$ cat config.mk
export PLATFORM = sky130hd
export DESIGN_NAME = line_loader
export DESIGN_NICKNAME = d
export VERILOG_FILES = /design/src/rtl/line_loader.sv
export SDC_FILE = /design/constraint.sdc
export NUM_CORES = 1
export LEC_CHECK = 0
export BUFFER_PORTS_ARGS = -buffer_cell sky130_fd_sc_hd__buf_2
export CAP_MARGIN = 15
export CORE_MARGIN = 2
export CORE_UTILIZATION = 50
export DETAILED_ROUTE_END_ITERATION = 7
export GPL_TIMING_DRIVEN = 0
export PLACE_DENSITY = 0.73
export RECOVER_POWER = 50
export SLEW_MARGIN = 25
export SYNTH_ARGS = -nofsm -noshare
export SYNTH_HDL_FRONTEND = slang
export SYNTH_SLANG_ARGS = --single-unit
$ cat constraint.sdc
create_clock -name clk -period 3.9 [get_ports clk]
set_input_delay 0.39 -clock clk [delete_from_list [all_inputs] [get_ports clk]]
set_output_delay 0.39 -clock clk [all_outputs]
set_load 0.1 [all_outputs]
$ cat src/rtl/line_loader.sv
// Writer side of the character-pair line memory: packs an lhs/rhs byte stream into
// 16-bit words and commits a {len, start} pointer entry at each end-of-line.
module line_loader #(
  parameter logic [7:0] PAD_CHAR  = 8'h20,
  parameter int         MEM_WORDS = 1024,
  parameter int         MAX_LINES = 256
) (
  input  logic        clk,
  input  logic        rst,
  input  logic        clear,
  input  logic [7:0]  in_data,
  input  logic        in_valid,
  input  logic        in_last,
  output logic        in_ready,
  output logic        mem_we,
  output logic [9:0]  mem_addr,
  output logic [15:0] mem_din,
  output logic        ptr_we,
  output logic [7:0]  ptr_addr,
  output logic [19:0] ptr_din,
  output logic [8:0]  lines_loaded,
  output logic        overflow
);

  // state  | meaning
  // S_LHS  | waiting for the lhs byte of a pair
  // S_RHS  | lhs latched, waiting for the rhs byte
  // S_PTR  | one-cycle pointer commit, input stalled
  // S_FULL | memory or table exhausted, bytes discarded until restart
  typedef enum logic [1:0] {S_LHS, S_RHS, S_PTR, S_FULL} state_t;

  state_t      r_state, w_state_nxt;
  logic [7:0]  r_lhs;
  logic [10:0] r_next_addr;
  logic [10:0] r_word_cnt;
  logic [9:0]  r_line_start;
  logic [8:0]  r_line_idx;

  logic        w_accept;
  logic        w_word_due;
  logic        w_word_we;
  logic [15:0] w_word;
  logic        w_ptr_we;
  logic        w_set_ovf;
  logic        w_mem_room;
  logic        w_table_room;

  assign in_ready     = (r_state != S_PTR) && !rst && !clear;
  assign w_accept     = in_valid && in_ready;
  assign w_mem_room   = r_next_addr < 11'(MEM_WORDS);
  assign w_table_room = r_line_idx < 9'(MAX_LINES);
  assign lines_loaded = r_line_idx;

  always_comb begin
    w_state_nxt = r_state;
    w_word_due  = 1'b0;
    w_word      = {r_lhs, in_data};
    w_ptr_we    = 1'b0;
    w_set_ovf   = 1'b0;
    case (r_state)
      S_LHS: begin
        if (w_accept) begin
          if (in_last) begin
            w_word_due  = 1'b1;
            w_word      = {in_data, PAD_CHAR};
            w_state_nxt = S_PTR;
          end else begin
            w_state_nxt = S_RHS;
          end
        end
      end
      S_RHS: begin
        if (w_accept) begin
          w_word_due  = 1'b1;
          w_word      = {r_lhs, in_data};
          w_state_nxt = in_last ? S_PTR : S_LHS;
        end
      end
      S_PTR: begin
        if (w_table_room) begin
          w_ptr_we    = 1'b1;
          w_state_nxt = S_LHS;
        end else begin
          w_set_ovf   = 1'b1;
          w_state_nxt = S_FULL;
        end
      end
      default: w_state_nxt = S_FULL;
    endcase
    // A word with nowhere to go abandons the partial line entirely.
    if (w_word_due && !w_mem_room) begin
      w_set_ovf   = 1'b1;
      w_state_nxt = S_FULL;
    end
  end

  assign w_word_we = w_word_due && w_mem_room;

  always_ff @(posedge clk) begin
    if (rst || clear) r_state <= S_LHS;
    else              r_state <= w_state_nxt;
  end

  always_ff @(posedge clk) begin
    if (rst || clear) begin
      mem_we       <= 1'b0;
      mem_addr     <= '0;
      mem_din      <= '0;
      ptr_we       <= 1'b0;
      ptr_addr     <= '0;
      ptr_din      <= '0;
      overflow     <= 1'b0;
      r_lhs        <= '0;
      r_next_addr  <= '0;
      r_word_cnt   <= '0;
      r_line_start <= '0;
      r_line_idx   <= '0;
    end else begin
      mem_we <= w_word_we;
      ptr_we <= w_ptr_we;
      if (w_accept && r_state == S_LHS) r_lhs <= in_data;
      if (w_word_we) begin
        mem_addr    <= r_next_addr[9:0];
        mem_din     <= w_word;
        r_next_addr <= r_next_addr + 11'd1;
        r_word_cnt  <= r_word_cnt + 11'd1;
      end
      // len is stored as pairs-minus-one since the reader walks start..start+len inclusive
      if (w_ptr_we) begin
        ptr_addr     <= r_line_idx[7:0];
        ptr_din      <= {10'(r_word_cnt - 11'd1), r_line_start};
        r_line_idx   <= r_line_idx + 9'd1;
        r_line_start <= r_next_addr[9:0];
        r_word_cnt   <= '0;
      end
      if (w_set_ovf) overflow <= 1'b1;
    end
  end

endmodule

==> out/metrics.json <==
{
  "floorplanning": {
    "dieHeight_um": 95.5,
    "pin_count": 80,
    "floorplan.initialDensity": 0.512,
    "die-area_um2": 9110,
    "fp.dieW_um": 95.5,
    "core-area_um2": 8180,
    "placement_rows": 33
  },
  "critical_path": {
    "timing.critical_path.cells": "nor4b_1 > nand2_1 > clkinv_1 > clkbuf_1 > nand2_1 > a21oi_1",
    "count_of_buffer_and_inverter_cells_on_the_critical_path": 2,
    "criticalPathCategory": "flip-flop to flip-flop",
    "endpoint_kind_of_the_worst_setup_timing_path": "flip-flop",
    "cp_data_required_time_ns": 4.22,
    "worstPathArrival_ns": 3.16,
    "top_cell_by_count_worst_path": "sky130_fd_sc_hd__nand2_1",
    "crit_fanout": 10,
    "crit_path_top_delay_cell": "sky130_fd_sc_hd__nor4b_1",
    "timing.critical_path.max_delay_family": "simple AND/OR/NAND/NOR gates",
    "cp_slowest_stage_delay_ns": 1.05,
    "cp-start-kind": "flip-flop"
  },
  "placement": {
    "gp_routability_congestion": 0.806,
    "place_hpwl_mm": 7.53,
    "port_buffers": 79
  },
  "job": {
    "maxCapViolations": 0
  },
  "detailed_routing": {
    "dr_wl_met3_um": 680,
    "top_signal_layer_used": "met4",
    "wl_met2_mm": 4.96,
    "detail_route.wl_per_cell_um": 15.0,
    "final_antenna_net_count": 0,
    "detail_route.iter0.violations": 219,
    "met1_routed_length_mm": 4.75,
    "routed-via-count": 3773,
    "drt_pre_antenna_iters": 4,
    "avgViaCountPerCell": 5.37,
    "route.detailed.drc": 0,
    "wirelength_mm": 10.5
  },
  "worst_hold_path": {
    "min_path_type": "primary input to flip-flop"
  },
  "synth": {
    "synthesized_area_um2": 4180,
    "synth_most_common_cell": "sky130_fd_sc_hd__dfxtp_1",
    "synth_async_sr_flop_share": 0,
    "synth_area_leaders": "sky130_fd_sc_hd__dfxtp_1 51%, sky130_fd_sc_hd__nand2_1 9.2%, sky130_fd_sc_hd__a21oi_1 7.4%, sky130_fd_sc_hd__nor2_1 4.8%, sky130_fd_sc_hd__xor2_1 2.9%",
    "synth-seq-cells": 107,
    "synth_fp_nets": 519,
    "postSynth.topFlopCell": "sky130_fd_sc_hd__dfxtp_1",
    "synth.avg_cell_area_um2": 8.33,
    "portion_of_synthesized_cell_area_occupied_by_the_leading_cell_type": 0.512,
    "netlist.top_cell.by_area": "sky130_fd_sc_hd__dfxtp_1",
    "synth_warnings": 0,
    "netlist_top_cells_count": "107 x sky130_fd_sc_hd__dfxtp_1, 102 x sky130_fd_sc_hd__nand2_1, 62 x sky130_fd_sc_hd__a21oi_1, 54 x sky130_fd_sc_hd__nor2_1, 29 x sky130_fd_sc_hd__clkbuf_1",
    "synth_edf_count": 0,
    "post_synth_num_cell_types": 43,
    "synth_sequential_area_ratio": 0.512,
    "netlist_instances": 502
  },
  "clocking": {
    "cts.clk_slew.worst_paths_ns": 0.12,
    "clkLatencyLatePin_ns": 0.38,
    "cts_root_buffer": "sky130_fd_sc_hd__clkbuf_8",
    "h-tree-depth": 3,
    "tritoncts": "built",
    "postCtsHoldBufs": 0,
    "postCtsSetupRepairBufs": 0,
    "clock-sinks": 107,
    "cts_inserted_buffers": 9,
    "cts_buffer_depth": 2,
    "number_of_instances_resized_during_post_cts_repair": 0
  },
  "global_route": {
    "antenna_found_initial": 0,
    "grt_start_max_net_pins": 22,
    "globalRouteOverflowTotal": 0,
    "number_of_global_route_vias_before_repair": 3512,
    "grt_first_pass_wirelength_mm": 17.0,
    "groute.usage.overall": 0.241
  },
  "cells_and_area": {
    "finish.utilization": 0.589,
    "total_nets_final": 609,
    "synthToLayoutAreaGrowth_pct": 15.1,
    "antenna-diode-count": 0,
    "final_layout_size_suffix_gt1_frac": 0.0519
  },
  "timing": {
    "final-setup-viol-count": 0,
    "maxClockFrequency_mhz": 352,
    "max-slew-margin-rel": 0.174,
    "final_min_period_over_clock_period": 0.728,
    "unrepaired_setup_endpoints_after_global_routing": "false",
    "fin_tns_setup_ns": 0,
    "fin_worst_skew_ns": 0.0131,
    "finalHoldViolations": 0,
    "timing_max_transition_violations_final": 0,
    "whs_ns": 0.245,
    "worst-slew-pin-transition_ns": 1.22,
    "layout_min_cycle_time_ns": 2.84
  },
  "power_and_ir_drop": {
    "cellPowerDensity_nw_per_um2": 401,
    "power.static_leakage_nw": 1.63,
    "power.ir.vdd_worst_mv": 0.177
  },
  "outcome": {
    "outcome": "completed"
  }
}
-- area by class of cell --
class | count | area, um2
inverter | 7 | 26.3
clock buffer | 9 | 124
tap | 105 | 131
buffer | 32 | 121
timing repair buffer | 79 | 312
sequential | 107 | 2140
multi-input combinational | 356 | 1880
clock inverter | 7 | 80.1
fill | 805 | 3360
-- power breakdown --
group | leakage [nW] | switching [mW] | internal [mW]
combinational | 0.665 | 0.106 | 0.0291
clock | 0.0998 | 0.438 | 0.257
sequential | 0.863 | 0.00444 | 1.10
total | 1.63 | 0.549 | 1.38
-- logic make-up (layout without fill, tap and decap cells) --
| kind of cell | after synthesis | after routing | synth area share |
|---|---|---|---|
| xor gates and xnor gates | 24 | 24 | 0.0503 |
| adders and majority gates | 4 | 4 | 0.0120 |
| DFF | 107 | 107 | 0.512 |
| and+or+nand+nor | 207 | 207 | 0.217 |
| AOI/OAI and AO/OA | 119 | 119 | 0.168 |
| muxes | 2 | 2 | 0.00479 |
| buffers and inverters | 39 | 134 | 0.0353 |
-- metal layers --
metal	track usage	vias to the layer above
li1	-	1886
met1	0.317	1761
met2	0.393	114
met3	0.0427	12
met4	0.0929	0
met5	0	-
-- final timing paths --
kind	from	end	slack, ns	cells past startpoint
max	r_state[1]$_SDFFE_PP0P_	mem_addr[0]$_SDFFE_PP0P_	1.06	6
min	in_data[2]	mem_din[2]$_SDFFE_PP0P_	0.24	2
max reg2reg	r_state[1]$_SDFFE_PP0P_	mem_addr[0]$_SDFFE_PP0P_	1.06	6
min reg2reg	r_line_start[0]$_SDFFE_PP0P_	ptr_din[0]$_SDFFE_PP0P_	0.46	2
-- layout by cell type (no fill, tap or decap), types with 2 or more instances in the layout --
master                      synthesis  final
sky130_fd_sc_hd__a211oi_1           4      4
sky130_fd_sc_hd__a21oi_1           62     62
sky130_fd_sc_hd__a22o_1             7      7
sky130_fd_sc_hd__a2bb2oi_1          8      8
sky130_fd_sc_hd__a31oi_1            2      2
sky130_fd_sc_hd__and2_1             2      2
sky130_fd_sc_hd__and3_1             3      3
sky130_fd_sc_hd__buf_1              2      2
sky130_fd_sc_hd__buf_2              1     13
sky130_fd_sc_hd__clkbuf_1          29     96
sky130_fd_sc_hd__clkbuf_8           0      9
sky130_fd_sc_hd__clkinv_1           2      2
sky130_fd_sc_hd__clkinv_8           0      2
sky130_fd_sc_hd__dfxtp_1          107    107
sky130_fd_sc_hd__ha_1               4      4
sky130_fd_sc_hd__inv_1              5      5
sky130_fd_sc_hd__inv_6              0      2
sky130_fd_sc_hd__inv_8              0      2
sky130_fd_sc_hd__mux2i_1            2      2
sky130_fd_sc_hd__nand2_1          102    102
sky130_fd_sc_hd__nand2b_1           2      2
sky130_fd_sc_hd__nand3_1           14     14
sky130_fd_sc_hd__nand4_1            6      6
sky130_fd_sc_hd__nor2_1            54     54
sky130_fd_sc_hd__nor3_1             6      6
sky130_fd_sc_hd__nor4_1             4      4
sky130_fd_sc_hd__o2111ai_1          2      2
sky130_fd_sc_hd__o21ai_0           19     19
sky130_fd_sc_hd__o21bai_1           2      2
sky130_fd_sc_hd__o22ai_1            8      8
sky130_fd_sc_hd__or3_1              5      5
sky130_fd_sc_hd__xnor2_1           10     10
sky130_fd_sc_hd__xor2_1            14     14
-- worst register-to-register path, delay by kind of cell (launching register included) --
family | cells | cell delay, ns
AO/OA/AOI/OAI | 1 | 0.14
buffers and inverters | 2 | 0.73
AND/OR/NAND/NOR | 3 | 1.53
flip-flops | 1 | 0.38
-- state kept, by name, summed over array words and instances, names as in the netlist --
signal	cells
mem_we	1
r_word_cnt	10
r_lhs	8
r_state	2
mem_din	16
ptr_din	20
mem_addr	10
overflow	1
ptr_addr	8
lines_loaded	9
r_next_addr	11
r_line_start	10
ptr_we	1
-- through the flow --
step                      setup WS (ns)  total power, mW  cells  cell area, um2
after floorplan                    1.17             1.23    502            4180
after global placement             1.44             1.26    686            4710
after global routing              0.782             2.00    702            4820
after detailed placement           1.43             1.26    686            4710
final                              1.06             1.93    702            4820
after CTS                          1.55             1.94    702            4910
(Power assumes the default switching activity.)
